$ cat config.mk
export PLATFORM = sky130hd
export DESIGN_NAME = hsv_box_tracker
export DESIGN_NICKNAME = d
export VERILOG_FILES = /design/src/rtl/hsv_box_tracker.sv
export SDC_FILE = /design/constraint.sdc
export NUM_CORES = 1
export LEC_CHECK = 0
export ABC_CLOCK_PERIOD_IN_PS = 9400
export CAP_MARGIN = 20
export CORE_MARGIN = 2
export CORE_UTILIZATION = 41
export DETAILED_ROUTE_END_ITERATION = 6
export GPL_ROUTABILITY_DRIVEN = 0
export GPL_TIMING_DRIVEN = 0
export SETUP_SLACK_MARGIN = 0.5
export SLEW_MARGIN = 15
export SYNTH_ARGS = -nofsm -noshare
export SYNTH_HDL_FRONTEND = slang
export SYNTH_SLANG_ARGS = --single-unit
export TNS_END_PERCENT = 100
$ cat constraint.sdc
create_clock -name clk -period 9.4 [get_ports clk]
set_input_delay 1.41 -clock clk [delete_from_list [all_inputs] [get_ports clk]]
set_output_delay 1.41 -clock clk [all_outputs]
set_load 0.005 [all_outputs]
$ cat src/rtl/hsv_box_tracker.sv
// Tracks the bounding box of pixels inside an HSV window over each frame and draws the
// previous frame's box onto the RGB stream, which is delayed by two clocks.
module hsv_box_tracker #(
  parameter int          IMG_W     = 640,
  parameter int          IMG_H     = 480,
  parameter int          MIN_PIX   = 64,
  parameter logic [23:0] BOX_COLOR = 24'hFF0000
) (
  input  logic        clk,
  input  logic        rst,
  input  logic        pre_hs,
  input  logic        pre_vs,
  input  logic        pre_clken,
  input  logic [23:0] pre_rgb,
  input  logic [23:0] pre_hsv,
  input  logic [7:0]  h_min,
  input  logic [7:0]  h_max,
  input  logic [7:0]  s_min,
  input  logic [7:0]  s_max,
  input  logic [7:0]  v_min,
  input  logic [7:0]  v_max,
  output logic        post_hs,
  output logic        post_vs,
  output logic        post_clken,
  output logic [23:0] post_rgb,
  output logic [10:0] box_x0,
  output logic [10:0] box_x1,
  output logic [10:0] box_y0,
  output logic [10:0] box_y1,
  output logic        box_valid,
  output logic        frame_done
);

  typedef enum logic [1:0] {S_IDLE, S_ACTIVE, S_LATCH} state_t;
  typedef struct packed {
    logic [7:0] h_min, h_max, s_min, s_max, v_min, v_max;
  } thr_t;

  localparam logic [10:0] COORD_MAX = '1;
  localparam logic [19:0] CNT_MAX   = '1;
  localparam logic [19:0] MIN_CNT   = 20'(MIN_PIX);
  localparam logic [11:0] X_LIM     = 12'(IMG_W);
  localparam logic [11:0] Y_LIM     = 12'(IMG_H);

  logic        hs_q, vs_q, hs_rise, hs_fall, vs_rise, vs_fall;
  state_t      state_q, state_d;
  logic        latch_en;
  logic [10:0] x_q, x_d, x_cur, y_q, y_d, y_cur;
  thr_t        thr_q, thr_in;
  logic [7:0]  h_pix, s_pix, v_pix;
  logic        hue_ok, match;
  logic [10:0] min_x_q, min_x_d, max_x_q, max_x_d;
  logic [10:0] min_y_q, min_y_d, max_y_q, max_y_d;
  logic [19:0] cnt_q, cnt_d;
  logic [10:0] box_x0_q, box_x1_q, box_y0_q, box_y1_q;
  logic        box_valid_q;
  logic        on_col, on_row, ovl_d;
  logic        hs1_q, vs1_q, ck1_q, ovl1_q;
  logic [23:0] rgb1_q;
  logic        hs2_q, vs2_q, ck2_q;
  logic [23:0] rgb2_q;

  // Sync copies follow the inputs even through reset, so a reset inside an active
  // frame can never be mistaken for a fresh pre_vs rise once it is released.
  // NOTE: clocked state is always written with <= so every flop samples pre-edge values.
  always_ff @(posedge clk) begin
    hs_q <= pre_hs;
    vs_q <= pre_vs;
  end

  assign hs_rise = pre_hs & ~hs_q;
  assign hs_fall = ~pre_hs & hs_q;
  assign vs_rise = pre_vs & ~vs_q;
  assign vs_fall = ~pre_vs & vs_q;

  always_ff @(posedge clk) begin
    if (rst) state_q <= S_IDLE;
    else     state_q <= state_d;
  end

  always_comb begin
    state_d = state_q;
    case (state_q)
      S_IDLE:   if (vs_rise) state_d = S_ACTIVE;
      S_ACTIVE: if (vs_fall) state_d = S_LATCH;
      S_LATCH:  state_d = vs_rise ? S_ACTIVE : S_IDLE;
      default:  state_d = S_IDLE;
    endcase
  end

  always_comb begin
    latch_en   = (state_q == S_ACTIVE) && vs_fall;
    frame_done = (state_q == S_LATCH);
  end

  // The current pixel's coordinate already reflects a clear on this cycle's sync edge.
  // NOTE: every always_comb output gets a default first so no path infers a latch.
  always_comb begin
    x_cur = hs_rise ? '0 : x_q;
    y_cur = vs_rise ? '0 : y_q;
    x_d   = x_cur;
    y_d   = y_cur;
    if (pre_clken && pre_hs && x_cur != COORD_MAX) x_d = x_cur + 11'd1;
    if (hs_fall && pre_vs && y_cur != COORD_MAX)   y_d = y_cur + 11'd1;
  end

  assign thr_in = {h_min, h_max, s_min, s_max, v_min, v_max};

  always_comb begin
    {h_pix, s_pix, v_pix} = pre_hsv;
    if (thr_q.h_min <= thr_q.h_max)
      hue_ok = (h_pix >= thr_q.h_min) && (h_pix <= thr_q.h_max);
    else
      hue_ok = (h_pix >= thr_q.h_min) || (h_pix <= thr_q.h_max);
    match = pre_clken && pre_hs && pre_vs && hue_ok
         && (s_pix >= thr_q.s_min) && (s_pix <= thr_q.s_max)
         && (v_pix >= thr_q.v_min) && (v_pix <= thr_q.v_max)
         && ({1'b0, x_cur} < X_LIM) && ({1'b0, y_cur} < Y_LIM);
  end

  always_comb begin
    min_x_d = min_x_q;
    max_x_d = max_x_q;
    min_y_d = min_y_q;
    max_y_d = max_y_q;
    cnt_d   = cnt_q;
    if (vs_rise) begin
      min_x_d = COORD_MAX;
      max_x_d = '0;
      min_y_d = COORD_MAX;
      max_y_d = '0;
      cnt_d   = '0;
    end else if (match) begin
      if (x_cur < min_x_q) min_x_d = x_cur;
      if (x_cur > max_x_q) max_x_d = x_cur;
      if (y_cur < min_y_q) min_y_d = y_cur;
      if (y_cur > max_y_q) max_y_d = y_cur;
      if (cnt_q != CNT_MAX) cnt_d = cnt_q + 20'd1;
    end
  end

  always_comb begin
    on_col = (x_cur == box_x0_q || x_cur == box_x1_q) && (y_cur >= box_y0_q) && (y_cur <= box_y1_q);
    on_row = (y_cur == box_y0_q || y_cur == box_y1_q) && (x_cur >= box_x0_q) && (x_cur <= box_x1_q);
    ovl_d  = box_valid_q && pre_clken && pre_hs && pre_vs && (on_col || on_row);
  end

  always_ff @(posedge clk) begin
    if (rst) begin
      x_q         <= '0;
      y_q         <= '0;
      thr_q       <= '0;
      min_x_q     <= COORD_MAX;
      max_x_q     <= '0;
      min_y_q     <= COORD_MAX;
      max_y_q     <= '0;
      cnt_q       <= '0;
      box_x0_q    <= '0;
      box_x1_q    <= '0;
      box_y0_q    <= '0;
      box_y1_q    <= '0;
      box_valid_q <= 1'b0;
      {hs1_q, vs1_q, ck1_q, ovl1_q, rgb1_q} <= '0;
      {hs2_q, vs2_q, ck2_q, rgb2_q}         <= '0;
    end else begin
      x_q     <= x_d;
      y_q     <= y_d;
      if (vs_rise) thr_q <= thr_in;
      min_x_q <= min_x_d;
      max_x_q <= max_x_d;
      min_y_q <= min_y_d;
      max_y_q <= max_y_d;
      cnt_q   <= cnt_d;
      if (latch_en) begin
        if (cnt_q >= MIN_CNT) begin
          box_x0_q    <= min_x_q;
          box_x1_q    <= max_x_q;
          box_y0_q    <= min_y_q;
          box_y1_q    <= max_y_q;
          box_valid_q <= 1'b1;
        end else begin
          box_valid_q <= 1'b0;
        end
      end
      {hs1_q, vs1_q, ck1_q, ovl1_q, rgb1_q} <= {pre_hs, pre_vs, pre_clken, ovl_d, pre_rgb};
      {hs2_q, vs2_q, ck2_q} <= {hs1_q, vs1_q, ck1_q};
      rgb2_q <= ovl1_q ? BOX_COLOR : rgb1_q;
    end
  end

  assign post_hs    = hs2_q;
  assign post_vs    = vs2_q;
  assign post_clken = ck2_q;
  assign post_rgb   = rgb2_q;
  assign box_x0     = box_x0_q;
  assign box_x1     = box_x1_q;
  assign box_y0     = box_y0_q;
  assign box_y1     = box_y1_q;
  assign box_valid  = box_valid_q;

endmodule

Yosys cells after proc, flatten, opt, wreduce, memory -nomap -nowiden
Index checks and enable logic that the tools add are counted.

Equal/unequal tests: 11. Multiplexer cells: 11. Bitwise operators: 8. Add/sub/neg operators: 3. Order comparisons: 18. Reductions and logical operators: 36.

Operators with widths (count): 11-bit == test (4); 11-bit two-way mux (4); 8-bit <= comparator (4); 8-bit greater-or-equal comparator (3); 24-bit two-way mux (1); 11-bit by 1-bit adder with 11-bit output (second input constant) (2); 11-bit greater-or-equal comparator (2); 11-bit greater-than comparator (2); 11-bit <= comparator (2); 1-bit logical AND (22); 11-bit less-than comparator (2); 11-bit != test (second input constant) (2); 20-bit by 1-bit adder with 20-bit output (second input constant) (1); 20-bit by 7-bit greater-or-equal comparator with 1-bit output (second input constant) (1); 20-bit != test (second input constant) (1); 2-bit AND reduction (7); 11-bit by 10-bit less-than comparator with 1-bit output (second input constant) (1); 11-bit by 9-bit less-than comparator with 1-bit output (second input constant) (1); 2-bit one-hot mux with 3 select lines (1); 1-bit bitwise AND (4); 1-bit logical OR (4); 2-bit two-way mux (2); 2-bit != test (second input constant) (2); 1-bit inverter (4); 5 further kinds (8).

Output and inout bits: 73. Logic and storage cells: 118. Bits of input ports: 101. Bits in registers: 238.

Longest topological paths before layout
Depth after elaboration: 11. Mapped depth: 14. Gate-level depth less buffers: 11.

Worst setup path after synthesis
Ideal clock, no wire load.

Path type: input to register. Start: in pre_vs. End: reg min_y_q[6]. Stages: 13. Slack: 5.235 ns. Data required time: 9.271 ns. Arrival time: 4.036 ns. Cells stage by stage: nand2b_2 -> clkbuf_1 -> and2_1 -> ha_1 -> nor2b_1 -> a311o_1 -> a21oi_1 -> nor3_1 -> o31a_1 -> a2111oi_2 -> buf_4 -> mux2i_1 -> nand2_1.

Elaborated cells on any way between the ends: 14. Those cells by class: 2 x order compare; 1 x mux; 1 x bitwise; 10 x reduce/logical.

RTL lines: start, declared (line 12) `input logic pre_vs,`; 1-bit bitwise AND * (line 73) `assign vs_rise = pre_vs & ~vs_q;`; 11-bit two-way mux * (line 100) `y_cur = vs_rise ? '0 : y_q;`; named net y_cur[1] (line 48) `logic [10:0] x_q, x_d, x_cur, y_q, y_d, y_cur;`; 11-bit by 9-bit less-than comparator with 1-bit output (line 118) `&& ({1'b0, x_cur} < X_LIM) && ({1'b0, y_cur} < Y_LIM);`; 1-bit logical AND (line 118); 2-bit AND reduction (no source line) *; end signal, assigned (line 171) `min_y_q <= min_y_d;`; end, declared (line 53) `logic [10:0] min_y_q, min_y_d, max_y_q, max_y_d;`.

The timed path passes the listed nets; every way through them passes the cells marked *. A chain may end at the register's enable or synchronous reset.

Worst setup path after layout
Same ends and word-level chain as after synthesis.

==> impl_metrics.yaml <==
global_route:
  grt_pass1_wl_um: 53200
  grt_overflow: 0
  grtUsageTotal_pct: 21.4
  antenna_found_initial: 0
  grt_max_degree: 14
  grt_pass1_vias: 10211
critical_path:
  required_ns: 9.80
  critical_path_buf_inv_count: 3
  cpPeakStageDelay_ns: 0.51
  critical_path_arrival_ns: 5.37
  path_max_fanout: 10
  worst_path_dominant_cell_family: "buffers and inverters"
  end_kind: "flop"
  cpMaxStageDelayCell: "clkdlybuf4s50_1"
  crit_type: "primary input to flop"
  start_kind: "primary input"
  path_cells: "clkdlybuf4s50_1, nand2b_2, clkbuf_1, and2_1, ha_1, nor2b_1, a311o_1, a21oi_1, nor3_1, o31a_1, a2111oi_2, buf_4, mux2i_1, nand2_1"
run:
  maxCapViolations: 0
layout:
  area_growth_pct: 25.9
  diodes: 0
  fillerInstances: 2817
  drive_gt1_share_pct: 3.67
  final_area_sq_um: 15200
  nNetsFinal: 1888
clock_network:
  cts_tree: "yes"
  post_cts_buffers: 0
  htree_levels: 1
  cts_resized: 0
  cts_inserted_buffers: 27
  clockBufferDepth: 3
  clkTransAtPathRegs_ns: 0.06
  clock_sinks: 238
  clk_latency_ns: 0.54
  ctsHoldBuffers: 0
  cts-root-buf: "clkbuf_16"
yosys:
  synth.top_cells.by_count: "dfxtp_1 (238), nor2_1 (178), nand2_1 (161)"
  syn_area_sq_um: 12100
  synthesis.nets: 1686
  synth_cell_types: 67
  avgSynthCellArea_sq_um: 8.40
  syn_inst: 1439
  yosysWarnings: 0
  synthFlopType: "dfxtp_1"
  yosysMostFrequentCell: "dfxtp_1"
  synth_area_leaders: "dfxtp_1 (39%), ha_1 (15%), nor2_1 (5.5%)"
  synth.largest_area_cell: "dfxtp_1"
  synth-edff-count: 0
  synth.top_cell.area_share_pct: 39.4
  async_reset_ff_share_pct: 0
  ys_seq_area_share_pct: 39.4
  yosys_register_bits: 238
floorplan:
  io_pins: 174
  start_util_pct: 41.9
  die_area_sq_um: 30900
  core_area_sq_um: 28900
  fp.dieW_um: 176
  die_y_um: 176
  num_rows: 62
routing:
  post_drt_via_cell_ratio: 5.08
  drt_wl_total_um: 33400
  dr.pass1.iters: 5
  vias: 10382
  avgRoutedWirePerCell_um: 16.3
  postRouteAntennaNets: 0
  drt_iter0_drc: 508
  drcViolationCount: 0
placed_design:
  port_buffers: 173
  placed_cell_area_sq_um: 14300
  hpwl_um: 25400
status:
  status: "finished, final reports clean"
sta:
  fin_crit_sh_pct: 52.8
  slew_headroom_pct: 35.3
  rsz0062_at_grt: "false"
  hold_viol: 0
  slew_violations: 0
  worst_pin_slew_ns: 0.963
  fmax_ghz: 0.201
  finalSetupViolCount: 0
  tns_ns: 0
  holdWs_ns: 0.422
  skew_ns: 0.00977
  fin_crit_ns: 4.96
min_path:
  hold_path_class: "flop to flop"
power_and_ir_drop:
  vdd_drop_max_v: 0.000117
  leakage_nw: 6.17
  p_per_area_nw_per_um2: 152
-- flip-flops by register name, indices dropped and copies added, names as in the netlist, 20 cells and up --
name      count
thr_q        48
post_rgb     24
rgb1_q       24
cnt_q        20
-- layout by cell type (no fill, tap or decap), drive strengths merged, types with 30 or more instances in the layout --
cell	instances
clkbuf	90
nand2	161
nor2b	46
a21oi	133
mux2i	48
o21ai	33
clkdlybuf4s50	173
inv	140
dfxtp	238
and2	38
ha	146
nand4	30
nor2	178
-- final cells by class --
type | count | area [sq um] | area share [%]
Clock buffer | 38 | 777 | 5.11
Buffer | 61 | 251 | 1.65
Inverter | 139 | 522 | 3.43
Tap cell | 384 | 480 | 3.16
Timing Repair Buffer | 173 | 1730 | 11.4
Clock inverter | 11 | 136 | 0.896
Sequential cell | 238 | 4760 | 31.3
Multi-Input combinational cell | 1001 | 6550 | 43.1
-- cell families (layout without fill, tap and decap cells) --
logic type               after synthesis  after routing  share of synthesized area [%]
AND/OR/NAND/NOR                      543            543                           21.2
flip-flops                           238            238                           39.4
multiplexers                          48             48                           3.97
adder cells (fa/ha/maj)              146            146                           15.1
XOR/XNOR                              22             22                           1.59
AO/OA/AOI/OAI                        242            242                           12.3
buffers and inverters                200            422                           6.40
-- worst paths after layout --
kind	from	endpoint	slack [ns]	cells past startpoint
worst max-delay path	pre_vs	min_y_q[6]	4.44	14
worst min register to register	rgb1_q[9]	post_rgb[9]	0.42	1
worst max register to register	vs_q	min_y_q[6]	5.46	13
worst min-delay path	rgb1_q[9]	post_rgb[9]	0.42	1
-- power breakdown --
group	total, mW	internal [mW]	switching (mW)	leakage [nW]
clock network	1.08	0.656	0.427	0.452
registers	1.04	1.03	0.00874	1.94
logic	0.192	0.0927	0.0997	3.78
-- per-layer routing --
| layer | global-route usage [%] | share of wire, % | up-vias |
|---|---|---|---|
| met4 | 4.96 | 1.6 | 0 |
| met3 | 2.90 | 5.2 | 34 |
| li1 | - | - | 5262 |
| met2 | 36.0 | 45 | 265 |
| met1 | 29.1 | 48 | 4821 |
| met5 | 0 | 0 | - |
-- metrics by stage --
| stage | instances | util, % | setup WS (ns) | total power, mW |
|---|---|---|---|---|
| after floorplan | 1439 | - | 5.23 | 1.16 |
| after global placement | 1996 | 49.6 | 3.99 | 1.25 |
| after detailed placement | 1996 | 49.6 | 3.96 | 1.25 |
| after CTS | 2045 | 52.7 | 4.47 | 2.34 |
| after global routing | 2045 | 52.7 | 4.04 | 2.41 |
| final | 2045 | 52.7 | 4.44 | 2.31 |
(Power assumes the default switching activity.)
